--- src/rtl/mem_arbiter.sv ---
// mem_arbiter: arbitrates the fetch port and the load/store data port onto
// one byte-addressed 16-bit synchronous memory and returns read data.
//
// Ports:
//   clk, rst_n           clock, synchronous active-low reset
//   f_req/f_addr         fetch request (always a wide read)
//   f_gnt                fetch accepted this cycle (combinational)
//   f_rvalid/f_rdata     fetch response, two cycles after grant
//   d_req/d_wr/d_wide    data request, store/load, 16/8-bit access
//   d_signed             narrow load sign extension select
//   d_addr/d_wdata       data byte address and store data
//   d_gnt                data accepted this cycle (combinational)
//   d_rvalid/d_rdata     load response, two cycles after grant
//   mem_en/mem_wr/mem_wide/mem_addr/mem_din   memory controls
//   mem_dout             memory read data, valid the cycle after mem_en
//
// Build option: define MEM_ARB_FAIR_EN to bound how long fetch can be
// starved by data traffic (FAIR_LIMIT consecutive data grants). Without
// it data always wins.
module mem_arbiter #(
   parameter int FAIR_LIMIT = 2
) (
   input  logic        clk,
   input  logic        rst_n,
   input  logic        f_req,
   input  logic [15:0] f_addr,
   output logic        f_gnt,
   output logic        f_rvalid,
   output logic [15:0] f_rdata,
   input  logic        d_req,
   input  logic        d_wr,
   input  logic        d_wide,
   input  logic        d_signed,
   input  logic [15:0] d_addr,
   input  logic [15:0] d_wdata,
   output logic        d_gnt,
   output logic        d_rvalid,
   output logic [15:0] d_rdata,
   output logic        mem_en,
   output logic        mem_wr,
   output logic        mem_wide,
   output logic [15:0] mem_addr,
   output logic [15:0] mem_din,
   input  logic [15:0] mem_dout
);

   if (FAIR_LIMIT < 1 || FAIR_LIMIT > 15) begin : g_bad_limit
      $error("mem_arbiter: FAIR_LIMIT out of range 1..15");
   end

   // Per-access tag carried alongside the memory read.
   typedef struct packed {
      logic vld;
      logic port_d;
      logic rd;
      logic wide;
      logic sgn;
   } tag_t;

   tag_t        s1;
   tag_t        s1_nxt;
   logic [7:0]  rbyte;
   logic [15:0] rd_ext;
   logic        ret_f;
   logic        ret_d;

   // ------------------------------------------------------------------
   // Grant selection
   // ------------------------------------------------------------------
`ifdef MEM_ARB_FAIR_EN
   logic [3:0] fcnt;
   logic       f_force;

   // Fetch has waited through FAIR_LIMIT data grants: it goes next.
   assign f_force = f_req && (fcnt == 4'(FAIR_LIMIT));

   always_comb begin
      f_gnt = 1'b0;
      d_gnt = 1'b0;
      if (rst_n) begin
         if (f_req && (!d_req || f_force)) begin
            f_gnt = 1'b1;
         end else if (d_req) begin
            d_gnt = 1'b1;
         end
      end
   end

   always_ff @(posedge clk) begin
      if (!rst_n) begin
         fcnt <= 4'd0;
      end else if (!f_req || f_gnt) begin
         fcnt <= 4'd0;
      end else if (d_gnt) begin
         fcnt <= fcnt + 4'd1;
      end
   end
`else
   always_comb begin
      f_gnt = 1'b0;
      d_gnt = 1'b0;
      if (rst_n) begin
         if (d_req) begin
            d_gnt = 1'b1;
         end else if (f_req) begin
            f_gnt = 1'b1;
         end
      end
   end
`endif

   // ------------------------------------------------------------------
   // Memory drive: idle cycles park on the data-port fields
   // ------------------------------------------------------------------
   assign mem_en   = f_gnt | d_gnt;
   assign mem_wr   = d_gnt & d_wr;
   assign mem_wide = f_gnt ? 1'b1 : d_wide;
   assign mem_addr = f_gnt ? f_addr : d_addr;
   assign mem_din  = d_wdata;

   // ------------------------------------------------------------------
   // Stage 1 tag: only reads leave a tag, so stores never respond
   // ------------------------------------------------------------------
   always_comb begin
      s1_nxt = '0;
      if (d_gnt && !d_wr) begin
         s1_nxt.vld    = 1'b1;
         s1_nxt.port_d = 1'b1;
         s1_nxt.rd     = 1'b1;
         s1_nxt.wide   = d_wide;
         s1_nxt.sgn    = d_signed;
      end else if (f_gnt) begin
         s1_nxt.vld    = 1'b1;
         s1_nxt.port_d = 1'b0;
         s1_nxt.rd     = 1'b1;
         s1_nxt.wide   = 1'b1;
         s1_nxt.sgn    = 1'b0;
      end
   end

   // ------------------------------------------------------------------
   // Stage 2: format read data. Big-endian, so the addressed byte of a
   // narrow read sits in the upper half of mem_dout.
   // ------------------------------------------------------------------
   assign rbyte = mem_dout[15:8];
   assign ret_f = s1.vld & s1.rd & ~s1.port_d;
   assign ret_d = s1.vld & s1.rd & s1.port_d;

   always_comb begin
      rd_ext = mem_dout;
      if (!s1.wide) begin
         if (s1.sgn) begin
            rd_ext = {{8{rbyte[7]}}, rbyte};
         end else begin
            rd_ext = {8'h00, rbyte};
         end
      end
   end

   always_ff @(posedge clk) begin
      if (!rst_n) begin
         s1       <= '0;
         f_rvalid <= 1'b0;
         d_rvalid <= 1'b0;
         f_rdata  <= 16'h0000;
         d_rdata  <= 16'h0000;
      end else begin
         s1       <= s1_nxt;
         f_rvalid <= ret_f;
         d_rvalid <= ret_d;
         if (ret_f) begin
            f_rdata <= rd_ext;
         end
         if (ret_d) begin
            d_rdata <= rd_ext;
         end
      end
   end

endmodule

--- config.mk ---
export PLATFORM = sky130hd
export DESIGN_NAME = mem_arbiter
export DESIGN_NICKNAME = d
export VERILOG_FILES = /design/src/rtl/mem_arbiter.sv
export SDC_FILE = /design/constraint.sdc
export NUM_CORES = 1
export LEC_CHECK = 0
export CAP_MARGIN = 20
export CELL_PAD_IN_SITES_DETAIL_PLACEMENT = 1
export CELL_PAD_IN_SITES_GLOBAL_PLACEMENT = 1
export CORE_MARGIN = 5
export CORE_UTILIZATION = 42
export DETAILED_ROUTE_END_ITERATION = 10
export DONT_BUFFER_PORTS = 1
export GPL_TIMING_DRIVEN = 0
export PLACE_DENSITY = 0.84
export SYNTH_ARGS = -nofsm -noshare
export SYNTH_HDL_FRONTEND = slang
export SYNTH_SLANG_ARGS = --single-unit
export TNS_END_PERCENT = 10
--- constraint.sdc ---
create_clock -name clk -period 1.4 [get_ports clk]
set_input_delay 0.21 -clock clk [delete_from_list [all_inputs] [get_ports clk]]
set_output_delay 0.21 -clock clk [all_outputs]
set_load 0.01 [all_outputs]
==> impl_metrics.tcl <==
set metrics [dict create \
    dr.first_iter.drc_count 75 \
    synthSimpleGateAreaFrac 0.0780 \
    p_total_mw 2.22 \
    worst_hold_slack_ns 0.0410 \
    place_congestion 0.739 \
    synth_compound_area_frac 0.193 \
    place_area_sq_um 1810 \
    path_class "reg -> reg" \
    clock.fmax_mhz 788 \
    synth_top_cell_by_area "dfxtp_1" \
    clkLatencyLatePin_ns 0.29 \
    final.setup_skew_ns 0.00275 \
    syn-cell-area_sq_um 1750 \
    wl_met2_um 2510 \
    ys_top_cells_by_area "dfxtp_1 43%, a21oi_1 8.6%, o21ai_0 8.6%" \
    syn_nets 258 \
    wl_met1_um 1980 \
    clock_sink_count 38 \
    synth_xor_area_frac 0 \
    antenna_left 0 \
    antenna_cells 0 \
    ys_types 25 \
    grt_max_degree 11 \
    ys_seq_elements 38 \
    maxSlewViolCount 0 \
    fin_area_sq_um 1910 \
    root_buffer "clkbuf_8" \
    numCtsBuffers 5 \
    antenna_found_initial 0 \
    worstPathMaxFanout 10 \
    timing_hold_violations_final 0 \
    layout-drive-gt1-share 0.268 \
    cts_tree "yes" \
    rsz0062_at_grt "no" \
    die_w_um 74.5 \
    worstPathRequired_ns 1.57 \
    hold_class "in -> reg" \
    start_util 0.434 \
    cp-start-kind "flip-flop" \
    finalSetupTns_ns 0 \
    maxSlewHeadroom 0.721 \
    rows 23 \
    clk_pin_slew_worst_paths_ns 0.07 \
    power_density_nw_per_um2 1160 \
    die_h_um 74.5 \
    p_leak_nw 0.832 \
    via_per_inst 5.71 \
    top_layer "met4" \
    place_hpwl_um 4130 \
    cp-end-kind "flip-flop" \
    grtUsageTotal 0.186 \
    max_cap_viol_count 0 \
    status "finished, final reports clean" \
    fin_nets 266 \
    syn_area_per_cell_sq_um 9.35 \
    synth_top_family_by_area "compound AO/OA/AOI/OAI gates" \
    drt-total-wl_um 5130 \
    vias 1394 \
    overflow 0 \
    grt_pass1_wl_um 7770 \
    syn_to_final_growth_pct 9.23 \
    ios 142 \
    yosysSeqAreaShare 0.435 \
    drtPass1Iterations 4 \
    vdd_drop_max_mv 0.411 \
    fp.dieArea_sq_um 5560 \
    htree_levels 2 \
    finalSetupViolCount 0 \
    rr_worst_depth 4 \
    synthMuxAreaShare 0.164 \
    grt_pass1_vias 1472 \
    yosysWarnings 0 \
    cp.arrival_ns 1.44 \
    routed-wl-met3_um 576 \
    period_share 0.906 \
    fin_crit_ns 1.27 \
    yosysTopAreaCellShare 0.435 \
    min_path_cells 1 \
    coreArea_sq_um 4030 \
    synth-adder-area-share 0 \
    drcViolationCount 0 \
    post_synth_inst_count 187 \
    clockBufferDepth 2 \
    tightestPinTransition_ns 0.419 \
    final_core_utilization 0.474 \
    port_buffers 0 \
    cts_setup_buffers 0 \
    wire_per_inst_um 21.0 \
]
-- synthesized netlist by cell type, drive strengths merged --
library cell,instances
nor2,1
o21a,1
mux2i,8
nand2b,2
nand3b,2
a21oi,30
and2,2
clkbuf,5
buf,26
and3b,1
o22ai,2
and2b,1
mux2,16
nor2b,2
dfxtp,38
and3,1
o21ai,32
a21boi,1
nand2,12
inv,4
-- area by class of cell --
class / instances / area, sq um
clock buffer: 6 / 82.6
buffer: 31 / 215
sequential: 38 / 761
tap: 50 / 62.6
inverter: 4 / 15.0
timing repair buffer: 1 / 10.0
multi-input combinational: 114 / 764
fill: 475 / 2120
-- power by group --
group	internal, mW	switching [mW]
clock	0.379	0.355
sequential	1.13	0.0547
combinational	0.135	0.162
total	1.65	0.572
-- path summary, 6_finish.rpt --
check | to | slack, ns | start
hold / removal | s1[4] | 0.04 | d_wr
setup reg to reg | f_rdata[7] | 0.13 | s1[1]
setup / recovery | f_rdata[7] | 0.13 | s1[1]
hold reg to reg | f_rdata[15] | 0.53 | f_rdata[15]
-- cells by family after synthesis --
family | count (synthesis)
and+or+nand+nor | 24
buffers and inverters | 35
DFF | 38
muxes | 24
AOI/OAI and AO/OA | 66
-- critical path, cell delays in order, from the launching register on --
cell and delay, ns:
dfxtp_1 0.33, buf_6 0.15, buf_2 0.26, mux2i_2 0.31, a21oi_1 0.10
-- cells in the final DEF, fill, tap and decap left out --
cell           synthesis  layout
dfxtp_1               38      38
o21ai_0               30      30
a21oi_1               30      30
buf_4                 18      18
nand2_1               12      12
mux2_2                 9       9
mux2_4                 7       7
mux2i_1                8       7
clkbuf_8               0       6
buf_2                  5       5
inv_1                  4       4
buf_6                  3       3
clkbuf_1               5       3
nand2b_1               2       2
and2_1                 2       2
nor2b_1                2       2
clkbuf_2               0       2
o21ai_1                2       2
o22ai_1                2       2
nand3b_4               1       1
o21a_1                 1       1
and3_1                 1       1
and3b_1                1       1
mux2i_2                0       1
and2b_1                1       1
nor2_1                 1       1
nand3b_1               1       1
a21boi_0               1       1
dlygate4sd3_1          0       1
-- registers in the layout, indices dropped and copies added (netlist names) --
signal / count
s1: 4
f_rdata: 16
d_rvalid: 1
d_rdata: 16
f_rvalid: 1
-- layer usage --
| metal | track usage | vias up |
|---|---|---|
| met5 | 0 | - |
| met4 | 0.0672 | 0 |
| met3 | 0.0662 | 7 |
| met2 | 0.311 | 89 |
| met1 | 0.220 | 651 |
| li1 | - | 647 |
-- metrics by stage --
step                      setup WS (ns)  std cells
after floorplan                   0.264        187
after global placement            0.102        237
after detailed placement         0.0519        237
after CTS                        0.0394        244
after global routing             0.0226        244
final                             0.131        244
-- what timing repair did --
action,in CTS,in global routing
hold buffers,1,0
resized for setup,0,5
endpoints found under the hold margin,1,0
endpoints found under the setup margin,0,20
(Power assumes the default switching activity.)
==> edit, RTL diff (same settings) <==
Add a define of `MEM_ARB_FAIR_EN`.
--- a/src/rtl/mem_arbiter.sv
+++ b/src/rtl/mem_arbiter.sv
@@ -18,4 +18,6 @@
 // starved by data traffic (FAIR_LIMIT consecutive data grants). Without
 // it data always wins.
+`define MEM_ARB_FAIR_EN
+
 module mem_arbiter #(
    parameter int FAIR_LIMIT = 2
Check against the original RTL: not equivalent (Yosys sat finds a counterexample within 4 cycles, from zero or initial values and one cycle with rst_n low).
==> edit against the original RTL <==
The flow now finishes with violations (setup timing). Sequential share of layout area shrank 3.2 points. Critical endpoint is now mem_addr[10]. Power grew 19%. Routed wire length grew 14%. Core utilization grew 2.4 points. Setup slack lost 0.92 ns. Sequential cell count grew 4. Synthesized area grew 13%. Via count grew 10%. Final area grew 21%.
==> edit: results (changes against the original RTL) <==
Routing
  • Vias per cell: 5.79 (+1.4%)
  • Drt total wl: 5850 um (+14%)
  • Starting DRT DRC Count: 46 (-39%)

Setup path
  • RR Startpoint: fcnt[0]
  • R2R depth: 6 (+2)
  • Worst EP arrival: 1.98 ns (+0.54 ns)
  • R2r setup slk: -0.11 ns (-0.24 ns)
  • FF-to-FF End: s1[4]

Timing
  • TNS Setup: -13.68 ns (-13.68 ns)
  • Final setup vio count: 22 (+22)
  • Worst setup margin: -0.788 ns (-0.919 ns)
  • Minimum hold slack: 0.0252 ns (-0.0158 ns)
  • Worst clock skew: 0.00717 ns (+0.00442 ns)
  • Tightest Pin Transition: 0.448 ns (+0.0296 ns)

Place
  • Hpwl dp: 4470 um (+8.3%)
  • Routability cong.: 0.749 (+1.4%)

Layout
  • Share of layout cells above drive strength 1: 32.2% (+5.4 points)
  • Fillers: 516 (+8.6%)
  • Biggest regs: d_rdata: 16 flops, f_rdata: 16 flops
  • Layout net count: 283 (+6.4%)

Global routing
  • Tot GR Track Use: 17.2% (-1.4 points)
  • Vias in the first global route: 1,571 (+6.7%)
  • Largest net degree at the start of global routing: 15 (+4)
  • Global-route wire length before repair: 8370 um (+7.7%)

Logic synthesis
  • Synth area leaders: dfxtp_1 (43%), o211a_1 (8.1%), mux2_4 (7.6%)
  • Net count after synthesis: 272 (+5.4%)
  • Sequential-to-total area share from yosys stat: 42.6% (-0.85 points)
  • Netlist cell types: 30 (+20%)
  • Synth cell count leaders: dfxtp_1 (42), nand2_1 (25), buf_4 (16), o211a_1 (16), a21oi_1 (15)

Power and ir drop
  • Worst VDD drop: 424 uV (+3.4%)
  • Cell leakage power: 1.10 nW (+32%)

Outcome
  • Failing checks: setup timing
  • Status: finished with violations

Min path
  • Hold_sp: f_req
  • Worst Hold Path EP: s1[3]

Clock tree
  • Clock Tree Buf Depth: 2 (unchanged)
edit: final cells by class:
cell class | instances | area share (%)
clock buffers | 5 | 2.98
inverters | 1 | 0.163
flip-flops and latches | 42 | 36.6
clock inverters | 3 | 1.90
multi-input cells | 126 | 44.2
plain buffers | 30 | 9.12
well taps | 54 | 2.93
repair buffers | 4 | 2.17
edit: worst max-delay path by stage:
stage	start	end	slack (ns)	depth (start not counted)
2_1_floorplan	fcnt[0]	mem_addr[0]	-0.33	6
4_1_cts	fcnt[0]	mem_addr[10]	-0.75	6
6_report	fcnt[0]	mem_addr[10]	-0.79	6
3_5_place_dp	fcnt[0]	mem_addr[10]	-0.43	6
3_3_place_gp	fcnt[0]	mem_addr[2]	-0.40	6
5_1_grt	fcnt[0]	mem_addr[10]	-0.86	6
edit: per-layer routing:
metal / up-vias / global-route usage (%) / routed length, um
li1: 695 / - / -
met1: 763 / 19.5 / 2010
met2: 64 / 30.1 / 3250
met3: 13 / 5.62 / 444
met4: 0 / 6.12 / 152
met5: - / 0 / 0
edit: kinds of logic after synthesis:
group                    count (synthesis)  share of synthesized area [%]
flip-flops                              42                           42.6
XOR/XNOR                                 2                          0.888
buffers and inverters                   31                           9.96
adder cells (fa/ha/maj)                  2                           1.27
multiplexers                            26                           16.1
AO/OA/AOI/OAI                           52                           18.6
AND/OR/NAND/NOR                         44                           10.5
edit: per-stage QoR:
stage	utilization, %	setup slack (ns)	instances	power [W]	cell area (um^2)
5_1_grt	49.8	-0.863	265	0.00274	2310
4_1_cts	47.6	-0.753	261	0.00263	2200
3_5_place_dp	44.6	-0.428	253	0.00166	2060
6_report	49.8	-0.788	265	0.00263	2310
2_1_floorplan	-	-0.335	199	0.00159	2000
3_3_place_gp	44.6	-0.397	253	0.00165	2060
edit: where the power goes:
group	internal, W	switching, W	total [W]
sequential	0.00125	0.0000602	0.00131
combinational	0.000171	0.000177	0.000348
clock	0.000535	0.000440	0.000975
total	0.00195	0.000678	0.00263
edit: critical path, stage by stage, from the launching register on:
cell and delay, ns:
dfxtp_2 0.33, inv_2 0.07, ha_4 0.13, or3b_4 0.39
a21oi_4 0.22, buf_6 0.20, mux2_4 0.34
edit: timing repair:
action / in CTS / in global routing
setup endpoints to repair: 49 / 30
hold endpoints to repair: 0 / 1
resized for setup: 9 / 13
setup buffers: 0 / 2
hold buffers: 0 / 1
pin swaps: 0 / 2
cloned: 0 / 1
